==> src/rtl/ir_fetch_unit.sv <==
// ir_fetch_unit: instruction fetch over a req/ack handshake into the IR with MIPS field decode; optional IR_NOP_ON_ERR_EN forces IR to NOP on an aborted fetch
module ir_fetch_unit #(
   parameter int TIMEOUT = 15
) (
   input  logic        clk,
   input  logic        reset,
   input  logic        fetch_start,
   input  logic [31:0] pc,
   output logic [31:0] mem_addr,
   output logic        mem_rd,
   input  logic [31:0] mem_rdata,
   input  logic        mem_ack,
   output logic [31:0] ir,
   output logic [5:0]  opcode,
   output logic [4:0]  rs,
   output logic [4:0]  rt,
   output logic [4:0]  rd,
   output logic [4:0]  shamt,
   output logic [5:0]  funct,
   output logic [15:0] imm16,
   output logic [25:0] jaddr,
   output logic        ir_valid,
   output logic        busy,
   output logic        fetch_err
);
`ifdef IR_NOP_ON_ERR_EN
   localparam bit NOP_ON_ERR = 1'b1;
`else
   localparam bit NOP_ON_ERR = 1'b0;
`endif
   typedef enum logic [1:0] {IDLE, WAIT, ERR} state_t;
   state_t state;
   logic [7:0] cnt;
   assign opcode = ir[31:26];
   assign rs     = ir[25:21];
   assign rt     = ir[20:16];
   assign rd     = ir[15:11];
   assign shamt  = ir[10:6];
   assign funct  = ir[5:0];
   assign imm16  = ir[15:0];
   assign jaddr  = ir[25:0];
   // fetch FSM: IDLE and ERR both accept a new request; WAIT holds mem_rd until ack or timeout
   always_ff @(posedge clk) begin
      if (reset) begin
         state     <= IDLE;
         cnt       <= '0;
         mem_addr  <= '0;
         mem_rd    <= 1'b0;
         busy      <= 1'b0;
         ir        <= '0;
         ir_valid  <= 1'b0;
         fetch_err <= 1'b0;
      end else begin
         case (state)
            IDLE, ERR: if (fetch_start) begin
               ir_valid <= 1'b0;
               if (pc[1:0] != 2'b00) begin
                  state     <= ERR;
                  fetch_err <= 1'b1;
                  if (NOP_ON_ERR) ir <= '0;
               end else begin
                  state     <= WAIT;
                  mem_addr  <= pc;
                  mem_rd    <= 1'b1;
                  busy      <= 1'b1;
                  fetch_err <= 1'b0;
                  cnt       <= '0;
               end
            end
            WAIT: if (mem_ack) begin
               state    <= IDLE;
               ir       <= mem_rdata;
               ir_valid <= 1'b1;
               mem_rd   <= 1'b0;
               busy     <= 1'b0;
            end else if (cnt == 8'(TIMEOUT - 1)) begin
               state     <= ERR;
               fetch_err <= 1'b1;
               mem_rd    <= 1'b0;
               busy      <= 1'b0;
               if (NOP_ON_ERR) ir <= '0;
            end else begin
               cnt <= cnt + 8'd1;
            end
            default: state <= IDLE;
         endcase
      end
   end
endmodule

==> config.mk <==
export PLATFORM = sky130hd
export DESIGN_NAME = ir_fetch_unit
export DESIGN_NICKNAME = d
export VERILOG_FILES = /design/src/rtl/ir_fetch_unit.sv
export SDC_FILE = /design/constraint.sdc
export NUM_CORES = 1
export LEC_CHECK = 0
export BUFFER_PORTS_ARGS = -buffer_cell sky130_fd_sc_hd__buf_4
export CORE_ASPECT_RATIO = 1.25
export CORE_MARGIN = 8
export CORE_UTILIZATION = 45
export CTS_CLUSTER_DIAMETER = 80
export DETAILED_ROUTE_END_ITERATION = 6
export PLACE_DENSITY = 0.84
export RECOVER_POWER = 100
export REMOVE_ABC_BUFFERS = 1
export SLEW_MARGIN = 20
export SYNTH_ARGS = -nofsm -noshare
export SYNTH_HDL_FRONTEND = slang
export SYNTH_SLANG_ARGS = --single-unit
==> constraint.sdc <==
create_clock -name clk -period 3.1 [get_ports clk]
set_input_delay 0.62 -clock clk [delete_from_list [all_inputs] [get_ports clk]]
set_output_delay 0.62 -clock clk [all_outputs]
set_load 0.05 [all_outputs]
==> flow_metrics.tcl <==
set metrics [dict create \
    synth_seq_area_share_pct 45.71 \
    cts_resized 0 \
    antenna_found_initial 0 \
    synthAdderAreaFrac_pct 0.7421 \
    pin_count 210 \
    cp_data_required_time_ns 3.37 \
    period_share_pct 68.25 \
    ys_seq_elements 77 \
    rsz0062_at_grt "no" \
    final_layout_size_suffix_gt1_share_pct 15.23 \
    syn_area_um2 3372 \
    syn_inst 428 \
    first_global_vias 3013 \
    r2r_cells 5 \
    gp_congestion 0.8041 \
    cts_root_buf "clkbuf_8" \
    gr-total-overflow 0 \
    track_usage_pct 19.00 \
    design.die.area_um2 10540 \
    endpoint_kind "register" \
    synth_xor_area_share_pct 0 \
    synth_mux_area_share_pct 0 \
    viasPerCell 4.868 \
    holdWs_ns 0.4529 \
    startpoint "state[0]" \
    r2r_slack_ns 0.98 \
    worstSkewPairLatency_ns 0.35 \
    dr.pass1.iters 4 \
    cts.path.max_buffers 2 \
    fp.coreArea_um2 7313 \
    vias 3164 \
    die_y_um 112.8 \
    drc 0 \
    p_leak_uw 0.001490 \
    initial_core_util_pct 46.11 \
    p_per_area_nw_per_um2 521.1 \
    synth_warnings 0 \
    synthToLayoutAreaGrowth_pct 21.78 \
    worst_slew_pin_slew_ns 1.475 \
    r2r_end "ir[21]" \
    routed_wl_um 10860 \
    skew_ns 0.01475 \
    r2r-start "state[0]" \
    cp_max_fo 33 \
    drt-initial-drc-count 90 \
    synth_top_family_by_area "simple AND/OR/NAND/NOR gates" \
    fmax_mhz 472.6 \
    rows 35 \
    max-vdd-ir-drop_v 0.0004500 \
    timing.max_cap.violations 0 \
    finalHoldViolCount 0 \
    synth-compound-area-share_pct 12.76 \
    slew_headroom_pct 1.665 \
    fin_nets 623 \
    cts_made_buffers 9 \
    status "finished, final reports clean" \
    ant_nets 0 \
    post-route-min-period_ns 2.116 \
    die_w_um 93.43 \
    yosysUniqueCellTypes 31 \
    synth_area_per_cell_um2 7.878 \
    final_common_cell "clkbuf_1" \
    finalSetupTns_ns 0 \
    antenna_cells 0 \
    grt_first_pass_wirelength_um 15840 \
    clkTransAtPathRegs_ns 0.07 \
    yosys.area_share.simple_pct 21.19 \
    cts_setup_buffers 0 \
    wire_per_inst_um 16.70 \
    slew_violations 0 \
    arrival_ns 2.38 \
    cts_tree "built" \
    grt_max_degree 75 \
    crit_path_end "ir[21]" \
    clkSinkCount 77 \
    start_kind "register" \
    hold_class "register to register" \
    place_hpwl_um 8327 \
    final_cell_mix "clkbuf_1, nand2_1, dfxtp_1" \
    critPathKind "register to register" \
    setup_violations 0 \
    io_buffers 209 \
    postCtsHoldBufs 0 \
    ctsHtreeMaxLevel 3 \
]
==> synthesized netlist by cell type <==
| library cell | instances | area, um^2 |
|---|---|---|
| or3b_4 | 1 | 11.26 |
| nand4_1 | 1 | 6.260 |
| o21ai_0 | 2 | 10.01 |
| and4_1 | 1 | 8.760 |
| nand2_1 | 128 | 480.5 |
| or3_1 | 3 | 18.77 |
| ha_1 | 2 | 25.02 |
| a21boi_0 | 1 | 7.510 |
| nor3_1 | 2 | 10.01 |
| and2_1 | 5 | 31.28 |
| a211oi_1 | 1 | 7.510 |
| o21a_1 | 1 | 7.510 |
| and3_1 | 2 | 12.51 |
| nor4_1 | 1 | 6.260 |
| or2b_1 | 1 | 7.510 |
| nor2b_1 | 1 | 6.260 |
| o22ai_1 | 1 | 6.260 |
| dfxtp_1 | 77 | 1541 |
| nand3b_1 | 1 | 7.510 |
| clkbuf_1 | 22 | 82.58 |
| buf_4 | 75 | 563.0 |
| nand2b_1 | 3 | 18.77 |
| nand3_1 | 12 | 60.06 |
| a21o_1 | 1 | 7.510 |
| a31o_1 | 1 | 8.760 |
| inv_1 | 1 | 3.750 |
| a21oi_1 | 70 | 350.3 |
| buf_6 | 1 | 11.26 |
| nor2_1 | 5 | 18.77 |
| a31oi_1 | 4 | 25.02 |
| or4b_2 | 1 | 10.01 |
==> final cells by class <==
cell class	instances	area, um^2
Multi-Input combinational cell	252	1170
Sequential cell	77	1541
Inverter	1	3.754
Clock buffer	10	127.6
Clock inverter	6	93.84
Fill cell	798	3207
Timing Repair Buffer	212	1055
Tap cell	92	115.1
==> kinds of logic after synthesis <==
| kind of cell | Yosys count |
|---|---|
| compound gates | 82 |
| fa+ha+maj | 2 |
| buf+inv | 99 |
| flops | 77 |
| simple gates | 168 |
==> power breakdown <==
| part | switching (uW) | internal, uW | total, uW |
|---|---|---|---|
| logic | 192 | 83.5 | 276 |
| registers | 15.6 | 1010 | 1030 |
| clock network | 377 | 461 | 838 |
| total | 585 | 1550 | 2140 |
==> sequential cells by signal (all words and copies together) (netlist names) <==
| name | count |
|---|---|
| cnt | 8 |
| ir | 32 |
| ir_valid | 1 |
| state | 2 |
| busy | 1 |
| mem_addr | 32 |
| fetch_err | 1 |
==> critical path, cell delays in order (launching register included) <==
cell and delay (ns):
dfxtp_1 0.35, nor2b_1 0.19, nand2_1 0.08, clkbuf_1 1.06, nand2_1 0.16, a21oi_1 0.19
==> worst min-delay path by stage <==
| stage | endpoint | cells after the start | from |
|---|---|---|---|
| 6_report | mem_addr[12] | 2 | mem_addr[12] |
| 5_1_grt | mem_addr[5] | 2 | mem_addr[5] |
| 4_1_cts | mem_addr[12] | 2 | mem_addr[12] |
| 3_5_place_dp | mem_addr[23] | 2 | mem_addr[23] |
| 3_3_place_gp | mem_addr[29] | 2 | mem_addr[29] |
| 2_1_floorplan | cnt[7] | 2 | cnt[7] |
==> through the flow <==
stage	cells	cell area, um^2	setup WS (ns)	util, %	total power, uW
floorplan	330	2715	0.2616	-	1205
global placement	634	4427	0.8126	60.53	1352
detailed placement	634	4427	0.8179	60.53	1356
CTS	650	4648	1.193	63.56	2195
global route	650	4106	0.7357	56.15	2226
finish	650	4106	0.9842	56.15	2140
==> per-layer routing <==
| layer | vias to the layer above | track usage, % | wire (um) |
|---|---|---|---|
| met5 | - | 0 | 0 |
| met4 | 0 | 7.328 | 146 |
| met3 | 14 | 9.272 | 1531 |
| met2 | 150 | 32.05 | 5289 |
| met1 | 1430 | 19.62 | 3890 |
| li1 | 1570 | - | - |
Power figures use the tool's default switching activity.
